<file path="src/rtl/csa_accumulator_pkg.sv">
// Shared types and constant helpers for the carry-save accumulator:
// FSM state encoding, compressor-tree sizing and operand extension.
package csa_pkg;

   typedef enum logic [1:0] {
      ACCUM   = 2'd0,
      RESOLVE = 2'd1,
      OUT     = 2'd2
   } state_t;

   // Widest accumulator the extension helper supports.
   localparam int CSA_MAX_W = 64;
   localparam int CSA_IDX_W = $clog2(CSA_MAX_W);

   // Operand count left after one level of 3:2 compression.
   function automatic int csa_step(input int n);
      return 2 * (n / 3) + (n % 3);
   endfunction

   // Operand count present at the input of tree level lvl.
   function automatic int csa_count(input int n, input int lvl);
      int c;
      c = n;
      for (int i = 0; i < lvl; i++) c = csa_step(c);
      return c;
   endfunction

   // Number of 3:2 levels needed to reduce n operands to two.
   function automatic int csa_levels(input int n);
      int c;
      int l;
      c = n;
      l = 0;
      while (c > 2) begin
         c = csa_step(c);
         l++;
      end
      return l;
   endfunction

   // Extends the low w bits of v: sign-extends when sgn=1, else zero-extends.
   function automatic logic [CSA_MAX_W-1:0] csa_ext(input logic [CSA_MAX_W-1:0] v,
                                                    input int w, input bit sgn);
      logic [CSA_MAX_W-1:0] r;
      logic                 msb;
      msb = sgn & v[CSA_IDX_W'(w - 1)];
      for (int i = 0; i < CSA_MAX_W; i++) r[i] = (i < w) ? v[i] : msb;
      return r;
   endfunction

endpackage

</file>
<file path="src/rtl/csa_accumulator_if.sv">
// Bus bundle for the accumulator: input beat channel and result channel.
// Both channels use valid/ready: a transfer happens on a rising clk edge where
// valid and ready are both 1; a source holding valid keeps its payload stable
// until that edge, and valid never depends combinationally on ready.
interface csa_accumulator_if #(
   parameter int IN_WIDTH  = 12,
   parameter int NUM_IN    = 3,
   parameter int ACC_WIDTH = 32,
   parameter int CNT_WIDTH = 16
) ();

   logic                        in_valid;
   logic                        in_ready;
   logic [NUM_IN*IN_WIDTH-1:0]  in_data;
   logic                        in_last;
   logic                        out_valid;
   logic                        out_ready;
   logic [ACC_WIDTH-1:0]        out_data;
   logic [CNT_WIDTH-1:0]        out_beats;

   modport master (
      output in_valid, in_data, in_last, out_ready,
      input  in_ready, out_valid, out_data, out_beats
   );

   modport slave (
      input  in_valid, in_data, in_last, out_ready,
      output in_ready, out_valid, out_data, out_beats
   );

endinterface

</file>
<file path="src/rtl/csa_accumulator_3to2.sv">
// W-bit 3:2 compressor: three vectors in, sum and left-shifted carry out.
// The carry out of the MSB is dropped so everything wraps modulo 2^W.
module csa_3to2_n #(
   parameter int W = 32
) (
   input  logic [W-1:0] i_a,
   input  logic [W-1:0] i_b,
   input  logic [W-1:0] i_c,
   output logic [W-1:0] o_s,
   output logic [W-1:0] o_cout
);

   assign o_s    = i_a ^ i_b ^ i_c;
   assign o_cout = {(i_a[W-2:0] & i_b[W-2:0]) |
                    (i_a[W-2:0] & i_c[W-2:0]) |
                    (i_b[W-2:0] & i_c[W-2:0]), 1'b0};

endmodule

</file>
<file path="src/rtl/csa_accumulator.sv">
// Multi-operand carry-save accumulator. Each beat's operands are folded with
// the redundant (sum, carry) pair through a 3:2 tree; the last beat of a group
// triggers a single carry-propagate add whose result goes out via valid/ready.
module csa_accumulator
   import csa_pkg::*;
#(
   parameter int IN_WIDTH  = 12,
   parameter int NUM_IN    = 3,
   parameter int ACC_WIDTH = 32,
   parameter int SIGNED    = 0,
   parameter int CNT_WIDTH = 16
) (
   input  logic                clk,
   input  logic                rst,
   csa_accumulator_if.slave    s_bus,
   output state_t              o_state
);

   localparam int N_OPS = NUM_IN + 2;
   localparam int N_LVL = csa_levels(N_OPS);

   state_t                 r_state;
   state_t                 w_state_nxt;
   logic                   w_in_ready;
   logic                   w_accept;

   logic [ACC_WIDTH-1:0]   r_sum;
   logic [ACC_WIDTH-1:0]   r_carry;
   logic [CNT_WIDTH-1:0]   r_cnt;
   logic [ACC_WIDTH-1:0]   r_out_data;
   logic [CNT_WIDTH-1:0]   r_out_beats;
   logic                   r_out_valid;

   // Operand vectors at every tree level; level 0 holds the pair plus the beat.
   logic [ACC_WIDTH-1:0]   w_ops [N_LVL+1][N_OPS];
   logic [ACC_WIDTH-1:0]   w_sum_nxt;
   logic [ACC_WIDTH-1:0]   w_carry_nxt;

   assign w_ops[0][0] = r_sum;
   assign w_ops[0][1] = r_carry;

   for (genvar i = 0; i < NUM_IN; i++) begin : g_ext
      assign w_ops[0][i+2] = ACC_WIDTH'(csa_ext(
         CSA_MAX_W'(s_bus.in_data[i*IN_WIDTH +: IN_WIDTH]), IN_WIDTH, SIGNED != 0));
   end

   // Each level compresses full groups of three and passes the remainder on;
   // slots beyond the live operand count are tied to zero.
   for (genvar l = 0; l < N_LVL; l++) begin : g_lvl
      localparam int N_CUR = csa_count(N_OPS, l);
      localparam int N_GRP = N_CUR / 3;
      localparam int N_REM = N_CUR % 3;

      for (genvar g = 0; g < N_GRP; g++) begin : g_csa
         csa_3to2_n #(.W(ACC_WIDTH)) u_csa (
            .i_a    (w_ops[l][3*g]),
            .i_b    (w_ops[l][3*g+1]),
            .i_c    (w_ops[l][3*g+2]),
            .o_s    (w_ops[l+1][2*g]),
            .o_cout (w_ops[l+1][2*g+1])
         );
      end

      for (genvar k = 0; k < N_REM; k++) begin : g_pass
         assign w_ops[l+1][2*N_GRP+k] = w_ops[l][3*N_GRP+k];
      end

      for (genvar z = 2*N_GRP + N_REM; z < N_OPS; z++) begin : g_tie
         assign w_ops[l+1][z] = '0;
      end
   end

   assign w_sum_nxt   = w_ops[N_LVL][0];
   assign w_carry_nxt = w_ops[N_LVL][1];

   assign w_accept = s_bus.in_valid & w_in_ready;

   // State register.
   always_ff @(posedge clk or posedge rst) begin
      if (rst) r_state <= ACCUM;
      else     r_state <= w_state_nxt;
   end

   // Next-state and input-ready decode.
   always_comb begin
      w_state_nxt = r_state;
      w_in_ready  = 1'b0;
      case (r_state)
         ACCUM: begin
            w_in_ready = 1'b1;
            if (s_bus.in_valid && s_bus.in_last) w_state_nxt = RESOLVE;
         end
         RESOLVE: w_state_nxt = OUT;
         OUT: begin
            if (s_bus.out_ready) w_state_nxt = ACCUM;
         end
         default: w_state_nxt = ACCUM;
      endcase
   end

   // Accumulate on accepted beats, resolve once per group, clear after output.
   always_ff @(posedge clk or posedge rst) begin
      if (rst) begin
         r_sum       <= '0;
         r_carry     <= '0;
         r_cnt       <= '0;
         r_out_data  <= '0;
         r_out_beats <= '0;
         r_out_valid <= 1'b0;
      end else begin
         case (r_state)
            ACCUM: begin
               if (w_accept) begin
                  r_sum   <= w_sum_nxt;
                  r_carry <= w_carry_nxt;
                  if (r_cnt != {CNT_WIDTH{1'b1}}) r_cnt <= r_cnt + 1'b1;
               end
            end
            RESOLVE: begin
               r_out_data  <= r_sum + r_carry;
               r_out_beats <= r_cnt;
               r_out_valid <= 1'b1;
            end
            OUT: begin
               if (s_bus.out_ready) begin
                  r_out_valid <= 1'b0;
                  r_sum       <= '0;
                  r_carry     <= '0;
                  r_cnt       <= '0;
               end
            end
            default: ;
         endcase
      end
   end

   assign s_bus.in_ready  = w_in_ready;
   assign s_bus.out_valid = r_out_valid;
   assign s_bus.out_data  = r_out_data;
   assign s_bus.out_beats = r_out_beats;
   assign o_state         = r_state;

endmodule

</file>
<file path="src/flat_wrapper.sv">
// flat-port wrapper written by rule: the top's interface ports become plain ports
module csa_accumulator_flat import csa_pkg::*;
#(
   parameter int IN_WIDTH  = 12,
   parameter int NUM_IN    = 3,
   parameter int ACC_WIDTH = 32,
   parameter int SIGNED    = 0,
   parameter int CNT_WIDTH = 16
)
  (clk, rst, o_state, s_bus_in_valid, s_bus_in_data, s_bus_in_last, s_bus_out_ready, s_bus_in_ready, s_bus_out_valid, s_bus_out_data, s_bus_out_beats);
  csa_accumulator_if #(.IN_WIDTH(IN_WIDTH), .NUM_IN(NUM_IN), .ACC_WIDTH(ACC_WIDTH), .CNT_WIDTH(CNT_WIDTH)) s_bus_i ();
  input  logic clk;
  input  logic rst;
  output state_t o_state;
  input wire logic [$bits(s_bus_i.in_valid)-1:0] s_bus_in_valid;
  input wire logic [$bits(s_bus_i.in_data)-1:0] s_bus_in_data;
  input wire logic [$bits(s_bus_i.in_last)-1:0] s_bus_in_last;
  input wire logic [$bits(s_bus_i.out_ready)-1:0] s_bus_out_ready;
  output wire logic [$bits(s_bus_i.in_ready)-1:0] s_bus_in_ready;
  output wire logic [$bits(s_bus_i.out_valid)-1:0] s_bus_out_valid;
  output wire logic [$bits(s_bus_i.out_data)-1:0] s_bus_out_data;
  output wire logic [$bits(s_bus_i.out_beats)-1:0] s_bus_out_beats;
  assign s_bus_i.in_valid = s_bus_in_valid;
  assign s_bus_i.in_data = s_bus_in_data;
  assign s_bus_i.in_last = s_bus_in_last;
  assign s_bus_i.out_ready = s_bus_out_ready;
  assign s_bus_in_ready = s_bus_i.in_ready;
  assign s_bus_out_valid = s_bus_i.out_valid;
  assign s_bus_out_data = s_bus_i.out_data;
  assign s_bus_out_beats = s_bus_i.out_beats;
  csa_accumulator #(.IN_WIDTH(IN_WIDTH), .NUM_IN(NUM_IN), .ACC_WIDTH(ACC_WIDTH), .SIGNED(SIGNED), .CNT_WIDTH(CNT_WIDTH)) u_core (.clk(clk), .rst(rst), .s_bus(s_bus_i), .o_state(o_state));
endmodule
</file>
<file path="config.mk">
export PLATFORM = sky130hd
export DESIGN_NAME = csa_accumulator_flat
export DESIGN_NICKNAME = d
export VERILOG_FILES = /design/src/rtl/csa_accumulator_pkg.sv /design/src/rtl/csa_accumulator_if.sv /design/src/rtl/csa_accumulator_3to2.sv /design/src/rtl/csa_accumulator.sv /design/src/flat_wrapper.sv
export SDC_FILE = /design/constraint.sdc
export NUM_CORES = 1
export LEC_CHECK = 0
export BUFFER_PORTS_ARGS = -buffer_cell sky130_fd_sc_hd__buf_2
export CAP_MARGIN = 5
export CORE_UTILIZATION = 60
export DETAILED_ROUTE_END_ITERATION = 16
export PLACE_DENSITY = 0.81
export SYNTH_ARGS = -nofsm -noshare
export SYNTH_HDL_FRONTEND = slang
export SYNTH_HIERARCHICAL = 1
export SYNTH_SLANG_ARGS = --single-unit
export TNS_END_PERCENT = 1
</file>
<file path="constraint.sdc">
create_clock -name clk -period 6.45 [get_ports clk]
set_clock_uncertainty 0.15 [all_clocks]
set_input_delay 1.935 -clock clk [delete_from_list [all_inputs] [get_ports clk]]
set_output_delay 1.935 -clock clk [all_outputs]
set_load 0.01 [all_outputs]
</file>
# Yosys cells after proc, flatten, opt, wreduce, memory -nomap -nowiden

Index checks and enable logic that the tools add are counted.

Output and inout port bits: 52
Bits in registers: 131
Word-level logic and storage cells: 61

Multiplexer cells: 15
Add/subtract/negate cells: 2
Reductions and logical operators: 8
Bitwise gates (word level): 22
Eq/ne operators: 7

Operators by type and width:

| cell                                           | number |
|---|---|
| bitwise AND 31 x 12 -> 31 bit                  | 6 |
| bitwise OR 31 bit                              | 6 |
| case mux 32 bit (2 select lines)               | 2 |
| two-way mux 32 bit                             | 3 |
| bitwise XOR 32 x 12 -> 32 bit                  | 3 |
| bitwise XOR 32 bit                             | 3 |
| bitwise AND 31 bit                             | 3 |
| two-way mux 16 bit                             | 3 |
| adder 32 bit                                   | 1 |
| case mux 16 bit (2 select lines)               | 1 |
| adder 16 x 1 -> 16 bit (second input constant) | 1 |
| != test 16 bit (second input constant)         | 1 |
| != test 2 x 1 -> 1 bit (second input constant) | 3 |
| case mux 2 bit (3 select lines)                | 1 |
| two-way mux 2 bit                              | 2 |
| AND reduction 2 bit                            | 2 |
| AND reduction 4 bit                            | 1 |
| nonzero test 2 bit                             | 2 |
| AND reduction 3 bit                            | 1 |
| == test 2 x 1 -> 1 bit (second input constant) | 1 |
| == test 2 bit (second input constant)          | 1 |
| zero test 2 bit                                | 1 |
| two-way mux 1 bit                              | 2 |
| != test 2 bit (second input constant)          | 1 |
| other kinds (3)                                | 3 |

# Logic depth before layout (Yosys ltp)

Word-level depth: 11
Mapped depth: 10

# By module

Netlist, hierarchy kept.

Modules (own cells, without submodules):

| module          | times used | area an instance (µm²) | cells an instance |
|---|---|---|---|
| csa_accumulator | 1          | 6467.5                 | 632 |
| csa_3to2_n      | 3          | 655.6                  | 34 |

# Least setup slack after synthesis

No wires, ideal clock.

Path type: input -> register
From: input port s_bus_in_data[1]
To: register u_core.r_sum[1]
Slack: 2.597 ns
Cell stages on the path: 4
Library setup time: 0.121 ns
Arrival time: 3.582 ns
Path through: fa_1 -> fa_1 -> fa_1 -> a22o_1

RTL lines:

| item                   | RTL line               | source |
|---|---|---|
| start: declaration     | flat_wrapper.sv:16     | `input wire logic [$bits(s_bus_i.in_data)-1:0] s_bus_in_data;` |
| end signal: assignment | csa_accumulator.sv:114 | `r_sum <= w_sum_nxt;` |
| end: declaration       | csa_accumulator.sv:27  | `logic [ACC_WIDTH-1:0] r_sum;` |

# Worst setup path in the final report

From: input port s_bus_in_valid
To: register u_core.r_cnt[13]

Word-level cells in the longest chain between the ends: 3

RTL lines:

| item                                    | RTL line               | source |
|---|---|---|
| start: declaration                      | flat_wrapper.sv:15     | `input wire logic [$bits(s_bus_i.in_valid)-1:0] s_bus_in_valid;` |
| bitwise AND 1 bit                       | csa_accumulator.sv:76  | `assign w_accept = s_bus.in_valid & w_in_ready;` |
| != test 2 x 1 -> 1 bit (no source line) | --                     |  |
| AND reduction 4 bit (no source line)    | --                     |  |
| end signal: assignment                  | csa_accumulator.sv:116 | `if (r_cnt != {CNT_WIDTH{1'b1}}) r_cnt <= r_cnt + 1'b1;` |
| end: declaration                        | csa_accumulator.sv:29  | `logic [CNT_WIDTH-1:0] r_cnt;` |

Every way passes these cells.
A chain may end at the register's enable or synchronous reset.

==> qor.yml <==
timing:
  relSlewSlack: 0.281
  setup_viol: 0
  worst_slew_pin_slew_ps: 1080
  tns_ps: 0
  slew_viol_final: 0
  hold_viol: 0
  timing.final.crit_share: 0.626
  timing.final.crit_period_ps: 4040
  max_freq_mhz: 248
  rsz0062_at_grt: "false"
setup_path:
  max_stage_delay_ps: 580
  path_max_fanout: 65
  path_common_cell: "buf_4"
  cpMaxStageDelayCell: "buf_4"
  end_kind: "flip-flop"
  required_ps: 6650
  startpoint_type: "input port"
  worstPathCellList: "buf_2 -> and2_2 -> buf_4 -> nor2_4 -> buf_4 -> a21oi_4 -> nand3_1 -> or3_1 -> a21oi_1"
  arrival_ps: 4240
  r2r-start: "u_core/r_carry[0]"
  worstSetupPathType: "input port to flip-flop"
  critPathLaunch: "s_bus_in_valid"
route:
  drtIter0Drc: 536
  antenna_left: 0
  drt_pre_antenna_iters: 4
  vias_per_cell: 5.76
  post_drt_wl_per_cell_um: 17.6
  drc: 0
  drt_wl_total_um: 18800
  vias: 6157
synthesis:
  synth_flop_cell: "dfrtp_1"
  postSynth.asyncResetShare: 1.00
  yosys_warnings: 6
  seq_area_frac_synth: 0.389
  yosysTopAreaCell: "dfrtp_1"
  synth_top_area_frac: 0.389
  synth_area_leaders: "dfrtp_1, fa_1, a22o_1"
  syn_area_um2: 8430
  synth_seq_cells: 131
  synth.distinct_cells: 55
  synth_cells: 734
  syn_area_per_cell_um2: 11.5
  synth_edf_count: 0
die:
  io_pins: 93
  core-area_um2: 13500
  die_area_um2: 14500
  fp.dieW_um: 121
  initial_core_util: 0.627
  rows: 42
  die_h_um: 121
clock_tree:
  clkTransAtPathRegs_ps: 60
  numCtsBuffers: 17
  cts_num_sinks: 131
  cts_setup_buffers: 0
  ctsHoldBuffers: 0
  cts_max_level: 4
  root_buffer: "clkbuf_16"
  clkLatencyLatePin_ps: 430
  cts_resized: 0
  clk_path_buf_depth: 2
  cts_tree: "done"
min_path:
  hold_class: "flip-flop to flip-flop"
  worstHoldStart: "u_core/s_bus.out_beats[9]"
grt:
  grt_pass1_wl_um: 32000
  grt.overflow.total: 0
  grt_usage: 0.287
  antenna_found_initial: 0
  grt_max_degree: 87
  grt_pass1_vias: 6550
run:
  drv_cap: 0
finish:
  nets: 1046
  final_layout_size_suffix_gt1_frac: 0.161
  utilization: 0.732
  syn2layout_area_growth_pct: 16.8
  fillCellCount: 935
  antenna_cells: 0
power:
  irDropWorstVdd_mv: 0.316
  p_leak_nw: 4.91
  power_per_cell_area_nw_per_um2: 578
  power_mw: 5.69
run_status:
  status: "completed"
place:
  port_buffers: 92
  gp_congestion: 0.874
  dp_hpwl_um: 13700
## layout by cell type, fill, tap and decap left out, drive strengths merged, types with 3 or more instances in the layout
cell type	netlist	layout
dfrtp	131	131
nand2	111	111
buf	5	98
fa	94	94
a22o	64	64
conb	4	63
o21ai	48	48
a21oi	39	39
ha	32	32
nor2	20	20
a21o	19	19
xor2	19	19
clkbuf	26	18
xnor2	17	17
inv	9	17
nand3	11	11
and3	10	10
nand4	6	6
and2	6	6
a31oi	5	5
nor2b	4	4
o21a	4	4
or3	4	4
clkinv	0	4
o211ai	4	4
nand2b	4	4
a211o	3	3
a31o	3	3
mux2i	3	3
xor3	3	3
nor3	3	3
## final cells by class
| class | instances | area (um^2) | area share |
|---|---|---|---|
| Inverter | 9 | 36.3 | 0.00368 |
| Clock buffer | 18 | 439 | 0.0446 |
| Clock inverter | 14 | 144 | 0.0146 |
| Tap cell | 176 | 220 | 0.0224 |
| Sequential cell | 131 | 3280 | 0.333 |
| Multi-Input combinational cell | 622 | 5230 | 0.531 |
| Timing Repair Buffer | 98 | 505 | 0.0513 |
## synth_stat cells, drive strengths merged (2+ instances only)
cell and number:
a2111oi 2, a211o 3, a211oi 2, a21boi 2
a21o 19, a21oi 39, a22o 64, a31o 3
a31oi 5, and2 6, and3 10, and4 2
buf 5, clkbuf 26, conb 4, dfrtp 131
fa 94, ha 32, inv 9, mux2i 3
nand2 111, nand2b 4, nand3 11, nand4 6
nor2 20, nor2b 4, nor3 3, nor3b 2
o211ai 4, o21a 4, o21ai 48, o21bai 2
or3 4, xnor2 17, xor2 19, xor3 3
## per-stage QoR
step	worst slack, ps	hold slack (ps)	instances	instance area (um^2)
after global placement	2100	304	1036	9270
final	2410	326	1068	9850
after global routing	2240	350	1068	9850
after detailed placement	1970	309	1036	9270
after CTS	2420	330	1068	9850
after floorplan	867	312	793	8660
## power by group
group	internal [mW]	switching, mW	leakage (nW)
sequential	1.13	0.317	1.68
combinational	1.56	1.73	2.94
clock	0.553	0.400	0.287
## per-layer routing
metal	vias up	routed length (um)	part of all wire	GRT usage
met5	-	0	0	0
met4	0	536	0.029	0.116
met3	49	829	0.044	0.0448
met2	181	9510	0.51	0.473
met1	3108	7920	0.42	0.383
li1	2819	-	-	-
## logic make-up after synthesis
| family | Yosys count | share of synthesized area |
|---|---|---|
| compound gates | 203 | 0.169 |
| simple gates | 188 | 0.101 |
| flops | 131 | 0.389 |
| fa+ha+maj | 126 | 0.271 |
| buf+inv | 40 | 0.0191 |
| xor+xnor | 39 | 0.0458 |
| other cells | 4 | 0.00178 |
| mux | 3 | 0.00356 |
## critical path: cells and delay by family
kind	cells	cell delay [ps]
buf+inv	3	1040
simple gates	4	780
compound gates	2	470
## path summary, 6_finish.rpt
| path | endpoint | slack, ps | cells past startpoint |
|---|---|---|---|
| setup reg to reg | u_core/s_bus.out_data[30] | 3340 | 10 |
| hold reg to reg | u_core/s_bus.out_beats[9] | 330 | 2 |
| min in group asynchronous | u_core/s_bus.out_beats[7] | 1510 | 3 |
| setup / recovery | u_core/r_cnt[13] | 2410 | 9 |
| max in group asynchronous | u_core/r_sum[17] | 3730 | 3 |
| hold / removal | u_core/s_bus.out_beats[9] | 330 | 2 |
## registers in the layout, indices dropped and copies added, names as in the netlist
name / count
u_core/s_bus.out_data: 32
u_core/s_bus.out_valid: 1
u_core/s_bus.out_beats: 16
u_core/r_cnt: 16
u_core/r_carry: 32
u_core/r_sum: 32
u_core/o_state: 2
Note: power is estimated with default switching activity, not from simulation.
